## src/rtl/switch_nport_pkg.sv

```systemverilog
`default_nettype none
// ============================================================================
//  Module      : switch_nport_pkg
//  Description : Width-independent helpers for the N-port address switch:
//                port-select width, destination decode and counter width.
//  Revision    : 1.0 - initial release
// ============================================================================
package switch_nport_pkg;

    // Width of each per-port push counter (SWITCH_CNT_EN builds only)
    localparam int CNT_WIDTH = 16;

    // Number of address bits needed to select one of num_ports egress ports
    function automatic int port_bits(input int num_ports);
        return $clog2(num_ports);
    endfunction

    // Destination port = the top pbits bits of an addr_width-bit address
    function automatic int unsigned dest_index(input logic [63:0] addr,
                                               input int          addr_width,
                                               input int          pbits);
        logic [63:0] w_sh;
        logic [63:0] w_mask;
        w_sh   = addr >> (addr_width - pbits);
        w_mask = (64'd1 << pbits) - 64'd1;
        return 32'(w_sh & w_mask);
    endfunction

endpackage : switch_nport_pkg
`default_nettype wire

```

## src/rtl/switch_nport_if.sv

```systemverilog
`default_nettype none
// ============================================================================
//  Module      : switch_nport_if
//  Description : Ingress stream plus NUM_PORTS flattened egress streams of
//                the N-port switch. out_cnt exists only when SWITCH_CNT_EN
//                is defined.
//  Revision    : 1.0 - initial release
// ============================================================================
interface switch_nport_if #(
    parameter int ADDR_WIDTH = 8,
    parameter int DATA_WIDTH = 16,
    parameter int NUM_PORTS  = 4
);
    import switch_nport_pkg::*;

    logic                           in_vld;
    logic                           in_rdy;
    logic [ADDR_WIDTH-1:0]          in_addr;
    logic [DATA_WIDTH-1:0]          in_data;
    logic [NUM_PORTS-1:0]           out_vld;
    logic [NUM_PORTS-1:0]           out_rdy;
    logic [NUM_PORTS*ADDR_WIDTH-1:0] out_addr;
    logic [NUM_PORTS*DATA_WIDTH-1:0] out_data;
`ifdef SWITCH_CNT_EN
    logic [NUM_PORTS*CNT_WIDTH-1:0] out_cnt;

    // Environment side: drives ingress beats and egress ready
    modport master (
        output in_vld, in_addr, in_data, out_rdy,
        input  in_rdy, out_vld, out_addr, out_data, out_cnt
    );

    // Switch side
    modport slave (
        input  in_vld, in_addr, in_data, out_rdy,
        output in_rdy, out_vld, out_addr, out_data, out_cnt
    );
`else
    // Environment side: drives ingress beats and egress ready
    modport master (
        output in_vld, in_addr, in_data, out_rdy,
        input  in_rdy, out_vld, out_addr, out_data
    );

    // Switch side
    modport slave (
        input  in_vld, in_addr, in_data, out_rdy,
        output in_rdy, out_vld, out_addr, out_data
    );
`endif

endinterface : switch_nport_if
`default_nettype wire

```

## src/rtl/switch_nport_fifo.sv

```systemverilog
`default_nettype none
// ============================================================================
//  Module      : switch_nport_fifo
//  Description : Synchronous first-word-fall-through FIFO. Pointers carry
//                one extra wrap bit so full/empty come from a pointer compare.
//                Push while full and pop while empty are ignored.
//  Revision    : 1.0 - initial release
// ============================================================================
module switch_nport_fifo #(
    parameter int WIDTH = 24,
    parameter int DEPTH = 4
) (
    input  wire logic             clk,
    input  wire logic             rst,
    input  wire logic             push,
    input  wire logic [WIDTH-1:0] din,
    input  wire logic             pop,
    output logic                  full,
    output logic                  empty,
    output logic      [WIDTH-1:0] head
);

    localparam int c_PTR_W = $clog2(DEPTH);

    logic [c_PTR_W:0]   r_wr_ptr;
    logic [c_PTR_W:0]   r_rd_ptr;
    logic [WIDTH-1:0]   r_mem [DEPTH];
    logic               w_do_push;
    logic               w_do_pop;

    // Equal index with opposite wrap bits means every slot is occupied
    assign full      = (r_wr_ptr[c_PTR_W] != r_rd_ptr[c_PTR_W]) &&
                       (r_wr_ptr[c_PTR_W-1:0] == r_rd_ptr[c_PTR_W-1:0]);
    assign empty     = (r_wr_ptr == r_rd_ptr);
    assign w_do_push = push && !full;
    assign w_do_pop  = pop && !empty;
    assign head      = r_mem[r_rd_ptr[c_PTR_W-1:0]];

    // Pointer update; both may move in the same edge
    always_ff @(posedge clk) begin
        if (rst) begin
            r_wr_ptr <= '0;
            r_rd_ptr <= '0;
        end else begin
            if (w_do_push) r_wr_ptr <= r_wr_ptr + 1'b1;
            if (w_do_pop)  r_rd_ptr <= r_rd_ptr + 1'b1;
        end
    end

    // Storage write; contents need no reset since empty masks them
    always_ff @(posedge clk) begin
        if (w_do_push) r_mem[r_wr_ptr[c_PTR_W-1:0]] <= din;
    end

endmodule : switch_nport_fifo
`default_nettype wire

```

## src/rtl/switch_nport.sv

```systemverilog
`default_nettype none
// ============================================================================
//  Module      : switch_nport
//  Description : N-port address switch. Each accepted ingress beat is queued
//                in the FIFO of the port named by the top address bits;
//                every egress port is an independent FWFT stream whose
//                addr/data read 0 while it is empty.
//                Optional macro SWITCH_CNT_EN adds a saturating 16-bit push
//                counter per port on out_cnt.
//  Revision    : 1.0 - initial release
// ============================================================================
module switch_nport
    import switch_nport_pkg::*;
#(
    parameter int ADDR_WIDTH = 8,
    parameter int DATA_WIDTH = 16,
    parameter int NUM_PORTS  = 4,
    parameter int FIFO_DEPTH = 4
) (
    input  wire logic      clk,
    input  wire logic      rst,
    switch_nport_if.slave  bus
);

    localparam int PORT_BITS = port_bits(NUM_PORTS);

    typedef struct packed {
        logic [ADDR_WIDTH-1:0] addr;
        logic [DATA_WIDTH-1:0] data;
    } beat_t;

    logic [PORT_BITS-1:0] w_dest;
    logic [NUM_PORTS-1:0] w_full;
    logic [NUM_PORTS-1:0] w_empty;
    logic [NUM_PORTS-1:0] w_push;
    logic                 w_accept;
    beat_t                w_beat;
    beat_t                w_head [NUM_PORTS];

    assign w_dest   = PORT_BITS'(dest_index(64'(bus.in_addr), ADDR_WIDTH, PORT_BITS));
    // Ready looks only at the addressed FIFO, so one stalled port never blocks others
    assign bus.in_rdy = !w_full[w_dest];
    assign w_accept = bus.in_vld && bus.in_rdy;
    assign w_beat   = '{addr: bus.in_addr, data: bus.in_data};

    generate
        for (genvar i = 0; i < NUM_PORTS; i++) begin : g_port
            assign w_push[i] = w_accept && (w_dest == PORT_BITS'(i));

            switch_nport_fifo #(
                .WIDTH ($bits(beat_t)),
                .DEPTH (FIFO_DEPTH)
            ) u_fifo (
                .clk   (clk),
                .rst   (rst),
                .push  (w_push[i]),
                .din   (w_beat),
                .pop   (bus.out_rdy[i]),
                .full  (w_full[i]),
                .empty (w_empty[i]),
                .head  (w_head[i])
            );

            // Egress drives zeros whenever nothing is queued
            assign bus.out_vld[i] = !w_empty[i];
            assign bus.out_addr[i*ADDR_WIDTH +: ADDR_WIDTH] = w_empty[i] ? '0 : w_head[i].addr;
            assign bus.out_data[i*DATA_WIDTH +: DATA_WIDTH] = w_empty[i] ? '0 : w_head[i].data;

`ifdef SWITCH_CNT_EN
            logic [CNT_WIDTH-1:0] r_cnt;

            // Push counter that sticks at all-ones instead of wrapping
            always_ff @(posedge clk) begin
                if (rst) begin
                    r_cnt <= '0;
                end else if (w_push[i] && (r_cnt != {CNT_WIDTH{1'b1}})) begin
                    r_cnt <= r_cnt + 1'b1;
                end
            end

            assign bus.out_cnt[i*CNT_WIDTH +: CNT_WIDTH] = r_cnt;
`endif
        end
    endgenerate

endmodule : switch_nport
`default_nettype wire

```

## src/flat_wrapper.sv

```systemverilog
// flat-port wrapper written by rule: the top's interface ports become plain ports
module switch_nport_flat import switch_nport_pkg::*;
#(
    parameter int ADDR_WIDTH = 8,
    parameter int DATA_WIDTH = 16,
    parameter int NUM_PORTS  = 4,
    parameter int FIFO_DEPTH = 4
)
  (clk, rst, bus_in_vld, bus_in_addr, bus_in_data, bus_out_rdy, bus_in_rdy, bus_out_vld, bus_out_addr, bus_out_data);
  switch_nport_if #(.ADDR_WIDTH(ADDR_WIDTH), .DATA_WIDTH(DATA_WIDTH), .NUM_PORTS(NUM_PORTS)) bus_i ();
  input  wire logic clk;
  input  wire logic rst;
  input wire logic [$bits(bus_i.in_vld)-1:0] bus_in_vld;
  input wire logic [$bits(bus_i.in_addr)-1:0] bus_in_addr;
  input wire logic [$bits(bus_i.in_data)-1:0] bus_in_data;
  input wire logic [$bits(bus_i.out_rdy)-1:0] bus_out_rdy;
  output wire logic [$bits(bus_i.in_rdy)-1:0] bus_in_rdy;
  output wire logic [$bits(bus_i.out_vld)-1:0] bus_out_vld;
  output wire logic [$bits(bus_i.out_addr)-1:0] bus_out_addr;
  output wire logic [$bits(bus_i.out_data)-1:0] bus_out_data;
  assign bus_i.in_vld = bus_in_vld;
  assign bus_i.in_addr = bus_in_addr;
  assign bus_i.in_data = bus_in_data;
  assign bus_i.out_rdy = bus_out_rdy;
  assign bus_in_rdy = bus_i.in_rdy;
  assign bus_out_vld = bus_i.out_vld;
  assign bus_out_addr = bus_i.out_addr;
  assign bus_out_data = bus_i.out_data;
  switch_nport #(.ADDR_WIDTH(ADDR_WIDTH), .DATA_WIDTH(DATA_WIDTH), .NUM_PORTS(NUM_PORTS), .FIFO_DEPTH(FIFO_DEPTH)) u_core (.clk(clk), .rst(rst), .bus(bus_i));
endmodule
```

## config.mk

```make
export PLATFORM = sky130hd
export DESIGN_NAME = switch_nport_flat
export DESIGN_NICKNAME = d
export VERILOG_FILES = /design/src/rtl/switch_nport_pkg.sv /design/src/rtl/switch_nport_if.sv /design/src/rtl/switch_nport_fifo.sv /design/src/rtl/switch_nport.sv /design/src/flat_wrapper.sv
export SDC_FILE = /design/constraint.sdc
export NUM_CORES = 1
export LEC_CHECK = 0
export CAP_MARGIN = 20
export CELL_PAD_IN_SITES_DETAIL_PLACEMENT = 1
export CELL_PAD_IN_SITES_GLOBAL_PLACEMENT = 1
export CORE_AREA = 2 2 207 209
export CTS_CLUSTER_SIZE = 20
export DETAILED_ROUTE_END_ITERATION = 8
export DIE_AREA = 0 0 209 211
export PLACE_DENSITY_LB_ADDON = 0.1
export SLEW_MARGIN = 20
export SYNTH_ARGS = -nofsm -noshare
export SYNTH_HDL_FRONTEND = slang
export SYNTH_SLANG_ARGS = --single-unit
export TNS_END_PERCENT = 10
```

## constraint.sdc

```tcl
create_clock -name clk -period 2.8 [get_ports clk]
set_clock_uncertainty 0.1 [all_clocks]
set_input_delay 0.42 -clock clk [delete_from_list [all_inputs] [get_ports clk]]
set_output_delay 0.42 -clock clk [all_outputs]
set_load 0.005 [all_outputs]
```

Word level (Yosys, flattened, before mapping)

Memories as Yosys holds them, arrays and structs flattened. A register that Yosys moved wholly into a read port is not among the register bits.
Index checks and enable logic that the tools add are counted.

Divide/modulo/power cells: 0
Reduce and logical (&&, ||, !) cells: 27
$lt $le $gt $ge: 1
Add/sub/neg operators: 8
Multipliers: 0
Shift operators: 0
Eq/ne operators: 15
Multiplexer cells: 26
Bitwise operators: 0

Operators by type and width:

| kind                                                | number |
|---|---|
| 2-to-1 mux 16 bit                                   | 4 |
| 2-to-1 mux 8 bit                                    | 4 |
| adder 3 x 1 -> 3 bit, second input constant         | 8 |
| logical AND 1 bit                                   | 17 |
| 2-to-1 mux 2 bit                                    | 8 |
| equality test 3 bit                                 | 4 |
| logical NOT 1 bit                                   | 9 |
| 2-to-1 mux 1 bit                                    | 9 |
| equality test 2 bit                                 | 4 |
| equality test 2 bit, second input constant          | 2 |
| != test 1 bit                                       | 4 |
| < comparator 2 x 3 -> 1 bit, second input constant  | 1 |
| binary-select mux 1 bit (select 2 bit)              | 1 |
| equality test 2 x 1 -> 1 bit, second input constant | 1 |
| logical NOT 2 bit                                   | 1 |

Latch bits: 0
Flip-flop bits (word level): 24
Memory bits (writable): 384
Input port bits: 31
Memories: 4
Memory bits (read-only): 0

Memory list:

| memory                        | depth | width | read ports | clocked after Yosys merged registers in | write ports | RTL line                | source |
|---|---|---|---|---|---|---|---|
| u_core.g_port[0].u_fifo.r_mem | 4     | 24    | 1          | 1                                       | 1           | switch_nport_fifo.sv:27 | `logic [WIDTH-1:0] r_mem [DEPTH];` |
| u_core.g_port[1].u_fifo.r_mem | 4     | 24    | 1          | 1                                       | 1           | switch_nport_fifo.sv:27 |  |
| u_core.g_port[2].u_fifo.r_mem | 4     | 24    | 1          | 1                                       | 1           | switch_nport_fifo.sv:27 |  |
| u_core.g_port[3].u_fifo.r_mem | 4     | 24    | 1          | 1                                       | 1           | switch_nport_fifo.sv:27 |  |

Logic depth before layout (Yosys ltp)

Depth in word-level cells: 10
Depth in mapped cells: 5
Mapped depth without buffers: 4

Hierarchy

A second synthesis with hierarchy kept.

Cell total of the unflattened synthesis: 891
Area total of the unflattened synthesis: 16940.0 µm²

Modules (own cells, without submodules):

| module            | area an instance (µm²) | times used | seq. area each (µm²) | cells an instance |
|---|---|---|---|---|
| switch_nport_fifo | 4038.9                 | 4          | 3042.9               | 194 |
| switch_nport      | 784.5                  | 1          | 0.0                  | 115 |

Least setup slack after synthesis

No wires, ideal clock.

Path type: input-to-reg
From: input bus_in_addr[6]
To: memory u_core.g_port[0].u_fifo.r_mem[3][0], enable pin
Slack: 583 ps
Path buffers: 0
Cell stages on the path: 3
Arrival time: 1734 ps
Cells stage by stage: or3b_4 -> a31oi_2 -> and2_1

Word-level cells in the longest chain between the ends: 8

RTL lines:

| item                                     | RTL line                | source |
|---|---|---|
| start: declaration                       | flat_wrapper.sv:14      | `input wire logic [$bits(bus_i.in_addr)-1:0] bus_in_addr;` |
| binary-select mux 1 bit (select 2 bit)   | switch_nport.sv:42      | `assign bus.in_rdy = !w_full[w_dest];` |
| 2-to-1 mux 1 bit (implied by the code)   | switch_nport.sv:42      |  |
| logical NOT 1 bit                        | switch_nport.sv:42      |  |
| logical AND 1 bit                        | switch_nport.sv:43      | `assign w_accept = bus.in_vld && bus.in_rdy;` |
| logical AND 1 bit *                      | switch_nport.sv:48      | `assign w_push[i] = w_accept && (w_dest == PORT_BITS'(i));` |
| logical AND 1 bit *                      | switch_nport_fifo.sv:35 | `assign w_do_push = push && !full;` |
| 2-to-1 mux 1 bit *                       | switch_nport_fifo.sv:52 | `if (w_do_push) r_mem[r_wr_ptr[c_PTR_W-1:0]] <= din;` |
| 2-to-1 mux 1 bit (implied by the code) * | switch_nport_fifo.sv:52 |  |
| end: declaration                         | switch_nport_fifo.sv:27 |  |

Every way passes the cells marked *; elsewhere a longest branch is shown, timed or not. The select of a mux whose other input is x is not followed.

==> run summary <==
Final setup vio count -> 0
Outcome -> completed
Crit path kind -> flip-flop to primary output
Remaining routing DRC violations -> 0
Via density -> 5.10
Largest net degree at the start of global routing -> 30
Most frequent cell after synthesis -> edfxtp_1
Initial Util -> 39.8%
CTS tree -> done
Util after Layout -> 49.8%
CP max FO -> 5
P&R area growth vs syn -> 25.4%
Synthesized area per cell -> 19.8 um^2
Syn Nets -> 888
Distinct cell type count after synthesis -> 39
Placed insts -> 1507
Number of max-cap violations -> 0
WL/cell -> 23.1 um
Sinks on Clock Net -> 416
Chip height -> 211 um
PwrDens -> 720 nW/um^2
Dpl cell area -> 19000 um^2
I/O Buffers -> 131
Syn Inst Count -> 837
Die X -> 209 um
Synthesis-stage register bit count -> 416
Core Rows -> 75
All-Layer GR Usage -> 17.1%
Final max-slew violation count -> 0
CTS root buf -> clkbuf_16
Core Area -> 41800 um^2
Final-stage net count -> 1087
Clk slew on worst S/H paths -> 70 ps
Post-synth ARST share -> 0%
Clk buf depth -> 3
ANT nets after route -> 0
# H-tree levels -> 2
Min Tclk post-route -> 2770 ps
Share of the synthesized area in the top cell type -> 69.4%
EDFF count, synth -> 384
Initial antenna violation count -> 1
GRT overflow -> 0
CP startpoint kind -> flip-flop
DR pass1 iterations -> 5
Dpl ws -> 167 ps
Drt initial violations -> 414
Ports -> 132
Setup TNS -> 0 ps
Fin area -> 20800 um^2
N_diodes -> 0
Share of layout cells above drive strength 1 -> 27.7%
Max VDD drop -> 446 uV
Max Clk Rate -> 360 MHz
Number of synthesis warnings -> 0
Largest cells by area after synthesis -> edfxtp_1, mux4_2, nor2b_1
Hold slack final -> 434 ps
Setup ws final -> 25.2 ps
Most frequent cells after synthesis -> edfxtp_1, nor2b_1, mux4_2
Top FF cell, synth -> edfxtp_1
Slew margin rel. -> 47.7%
Hold buffers post-CTS -> 0
Hold depth -> 2
Post-Syn Area -> 16600 um^2
Filler-free cell count of the finished design -> 1606
HPWL Detailed -> 23.2 mm
Final Power -> 15.0 mW
Required time of the critical path -> 2280 ps
Period utilization -> 99.1%
R2R depth -> 5
Worst hold path type -> flip-flop to flip-flop
Global-route wire length before repair -> 56.2 mm
Number of hold violations in the final report -> 0
Num CTS Buffers -> 43
Routed vias -> 8196
Yosys top cell by area -> edfxtp_1
Seq/Total Area, Yosys -> 73.3%
Slew @ Worst Pin -> 782 ps
Die ar. -> 44100 um^2
Final wirelength -> 37.0 mm
Leakage power -> 7.24 nW
Critical Path AT -> 2250 ps
RSZ-0062 raised after global routing -> true
Clock latency on the worst-skew pair -> 540 ps
Vias in the first global route -> 8839
Critical path endpoint category -> primary output
Gp weighted congestion -> 0.722
[cells in the final DEF, fill, tap and decap left out, types with 7 or more instances in the layout]
cell | synthesis | layout
buf_12 | 0 | 24
edfxtp_1 | 384 | 384
clkdlybuf4s50_1 | 0 | 42
and2_2 | 8 | 8
and2_1 | 8 | 8
mux4_2 | 97 | 97
xnor2_4 | 0 | 8
nor2_1 | 12 | 12
clkbuf_16 | 0 | 44
clkbuf_1 | 4 | 14
dfxtp_2 | 0 | 19
mux2_2 | 10 | 10
inv_1 | 24 | 24
dfxtp_4 | 0 | 9
clkinv_2 | 0 | 7
nor2b_1 | 103 | 96
mux2i_1 | 8 | 8
buf_4 | 13 | 34
nand2_1 | 16 | 16
a31oi_1 | 9 | 9
ha_1 | 20 | 20
dlymetal6s2s_1 | 0 | 26
dlygate4sd2_1 | 0 | 63
[routing by layer]
metal  global-route usage (%)  vias up  share of wire (%)
li1                         -     3712                  -
met2                     28.7      156                 50
met3                     2.26       56                3.3
met4                     4.29        0                2.0
met1                     23.7     4272                 45
met5                        0        -                  0
[registers in the layout, indices dropped and copies added (netlist names), named ones only]
register and count:
u_core.g_port.u_fifo.r_mem 384, u_core.g_port.u_fifo.r_wr_ptr 12, u_core.g_port.u_fifo.r_rd_ptr 12
[logic make-up after synthesis]
kind of cell / share of synthesized area, %
AO/OA/AOI/OAI: 1.39
XOR/XNOR: 1.04
adder cells (fa/ha/maj): 1.51
buffers and inverters: 1.88
flip-flops: 73.3
multiplexers: 14.5
AND/OR/NAND/NOR: 6.39
[final timing paths]
path,from,endpoint,slack (ps)
worst max-delay path,flip-flop,bus_out_addr[23],30
worst max register to register,u_core.g_port[0].u_fifo.r_wr_ptr[0],u_core.g_port[0].u_fifo.r_mem[0][15],910
worst min-delay path,u_core.g_port[0].u_fifo.r_wr_ptr[1],u_core.g_port[0].u_fifo.r_wr_ptr[1],430
worst min register to register,u_core.g_port[0].u_fifo.r_wr_ptr[1],u_core.g_port[0].u_fifo.r_wr_ptr[1],430
[final cells by class]
class / instances / area, um^2
Fill cell: 3809 / 20900
Sequential cell: 416 / 12200
Multi-Input combinational cell: 357 / 4370
Timing Repair Buffer: 194 / 2140
Clock buffer: 58 / 1140
Tap cell: 539 / 674
Clock inverter: 18 / 166
Inverter: 24 / 90.1
[critical path, stage by stage (launching register included)]
cell and delay, ps:
dfxtp_4 420, buf_4 150, mux4_2 520, nor2b_1 170, clkdlybuf4s50_1 450
[timing repair]
action                                  4_1_cts  5_1_grt
endpoints found under the setup margin      101       37
buffers inserted                              5       15
pin swaps                                     3       10
cloned                                        2        1
gates resized for setup                     115       49
[where the power goes]
part           leakage [nW]  internal, mW  total, mW  switching, mW
clock network         0.634          3.06       5.37           2.32
registers              3.74          6.91       7.03          0.113
logic                  2.86          1.44       2.60           1.16
total                  7.24          11.4       15.0           3.59
(Power assumes the default switching activity.)
==> patch: new RTL, same settings <==
`FIFO_DEPTH` is set to 4 in 2 places; all go to 2.
--- a/src/rtl/switch_nport.sv
+++ b/src/rtl/switch_nport.sv
@@ -16,5 +16,5 @@
     parameter int DATA_WIDTH = 16,
     parameter int NUM_PORTS  = 4,
-    parameter int FIFO_DEPTH = 4
+    parameter int FIFO_DEPTH = 2
 ) (
     input  wire logic      clk,
--- a/src/flat_wrapper.sv
+++ b/src/flat_wrapper.sv
@@ -5,5 +5,5 @@
     parameter int DATA_WIDTH = 16,
     parameter int NUM_PORTS  = 4,
-    parameter int FIFO_DEPTH = 4
+    parameter int FIFO_DEPTH = 2
 )
   (clk, rst, bus_in_vld, bus_in_addr, bus_in_data, bus_out_rdy, bus_in_rdy, bus_out_vld, bus_out_addr, bus_out_data);
Formal check against the unedited RTL: not equivalent (a bounded check fails within 4 cycles, from zero or initial values and one cycle with rst high).
==> patch against the original RTL <==
- worst setup slack improved by 0.036 ns
- total power fell by 43%
- design area fell by 44%
- area after synthesis fell by 49%
- sequential cell count fell by 204
- wire length fell by 31%
- sequential share of layout area fell by 5.8 points
- final cell count fell by 21%
- critical path type unchanged
==> patch: results (changes against the original RTL) <==
synthesis:
  synthTopCellsByCount: "edfxtp_1 (192), nor2_1 (115), mux2i_1 (100), dfxtp_1 (20), buf_2 (15)"  # was edfxtp_1 (384), nor2b_1 (103), mux4_2 (97), dfxtp_1 (32), inv_1 (24)
  yosysSeqAreaShare_pct: 72.83  # was 73.31%
  syn_avg_cell_area_um2: 15.65  # was 19.84 µm²
  syn_nets: 572  # was 888
  yosys-top-cells-area: "edfxtp_1 (68%), mux2i_1 (12%), nor2_1 (5.1%)"  # was edfxtp_1 (69%), mux4_2 (13%), nor2b_1 (3.9%)
  ys_types: 28  # was 39
timing:
  whs_ns: 0.4469  # was 0.4339 ns
  post-route-period-util_pct: 97.83  # was 99.10%
  tightestPinTransition_ns: 0.4012  # was 0.7818 ns
route:
  dr.pass1.iters: 4  # was 5
  wire_per_inst_um: 20.16  # was 23.05 µm
  routed_via_density: 3.951  # was 5.103
  drt_iter0_drc: 212  # was 414
  vias: 5006  # was 8196
layout:
  drive_gt1_share_pct: 19.64  # was 27.74%
  nFillCells: 4378  # was 3809
  layout.nets: 740  # was 1087
  largest_reg_flops: 192  # was 384
critical_path:
  cp_max_fo: 6  # was 5
  regToRegSetupSlack_ns: 0.91  # about the same
  arrival_ns: 2.22  # was 2.25 ns
  slowest_delay_ns: 0.47  # was 0.52 ns
min_path:
  min_path_type: "flop to flop"  # unchanged
pwr:
  ir_drop_v: 0.0004391  # was 0.0004459 V
  swShare_pct: 25.31  # was 23.93%
  p_leak_nw: 3.767  # was 7.239 nW
placement:
  dp_slack_ns: 0.2732  # was 0.1671 ns
  dpl.cell_count: 1216  # was 1507
  hpwl_um: 17550  # was 23250 µm
  gp_congestion: 0.6866  # was 0.7222
global_route:
  antenna_found_initial: 0  # was 1
  grt_pass1_wl_um: 37760  # was 56180 µm
  track_usage_pct: 11.63  # was 17.06%
  grt_max_degree: 29  # was 30
  first_global_vias: 5685  # was 8839
clock_network:
  htreeDepth: 1  # was 2
  clkLatencyLatePin_ns: 0.52  # was 0.54 ns
  numCtsBuffers: 27  # was 43
run_status:
  status: "finished, final reports clean"  # unchanged
-- patch: changes by cell type after synthesis, sizes merged, moves of 20 or more --
cell	unedited run	this run
mux4	97	1
nor2	12	115
edfxtp	384	192
ha	20	0
nor2b	103	10
mux2i	8	100
-- patch: kinds of logic (layout without fill, tap and decap cells) --
| group | Yosys count | after routing | share of synthesized area [%] |
|---|---|---|---|
| AO/OA/AOI/OAI | 16 | 16 | 1.862 |
| AND/OR/NAND/NOR | 149 | 149 | 7.345 |
| buffers and inverters | 35 | 222 | 2.320 |
| XOR/XNOR | 12 | 12 | 1.419 |
| flip-flops | 212 | 212 | 72.83 |
| multiplexers | 117 | 117 | 14.22 |
-- patch: area by class of cell --
type | instances | share of cell area, %
clock buffers | 33 | 6.052
repair buffers | 167 | 14.68
inverters | 7 | 0.2246
flip-flops and latches | 212 | 52.98
clock inverters | 15 | 1.251
multi-input cells | 294 | 19.04
well taps | 539 | 5.763
-- patch: path summary, 6_finish.rpt --
kind         cells past startpoint                                  end                           startpoint
min reg2reg                      2  u_core.g_port[2].u_fifo.r_rd_ptr[1]  u_core.g_port[2].u_fifo.r_wr_ptr[1]
max                              4                           bus_in_rdy  u_core.g_port[1].u_fifo.r_rd_ptr[0]
min                              2  u_core.g_port[2].u_fifo.r_rd_ptr[1]  u_core.g_port[2].u_fifo.r_wr_ptr[1]
max reg2reg                      4  u_core.g_port[0].u_fifo.r_mem[1][2]  u_core.g_port[0].u_fifo.r_wr_ptr[1]
-- patch: worst reg2reg max path, cell delays in order (launching register included) --
cell       delay (ns)
dfxtp_2          0.36
xor2_2           0.19
buf_4            0.15
a2111oi_4        0.45
buf_4            0.32
-- patch: what timing repair did --
item,4_1_cts,5_1_grt
endpoints found under the setup margin,86,48
cloned,0,0
resized for setup,26,19
hold endpoints to repair,0,0
pin swaps,3,0
setup buffers,3,0
-- patch: power groups by stage --
stage | Sequential, mW | Clock, mW | Combinational (mW)
finish | 3.66 | 3.36 | 1.60
global route | 3.67 | 3.60 | 1.75
CTS | 3.66 | 3.49 | 1.65
detailed placement | 3.71 | 0 | 1.60
global placement | 3.71 | 0 | 1.59
floorplan | 3.65 | 0 | 0.697
-- patch: stage by stage --
step           power, mW  area (µm²)
6_report           8.622       11700
5_1_grt            9.023       11700
4_1_cts            8.786       11640
3_5_place_dp       5.318       10690
3_3_place_gp       5.299       10690
2_1_floorplan      4.348        8466
-- patch: metal layers --
layer | up-vias | wire length [µm] | GRT usage, %
li1 | 2306 | - | -
met4 | 0 | 343 | 2.586
met1 | 2559 | 11160 | 14.68
met3 | 24 | 1202 | 2.200
met5 | - | 0 | 0
met2 | 117 | 12840 | 20.62
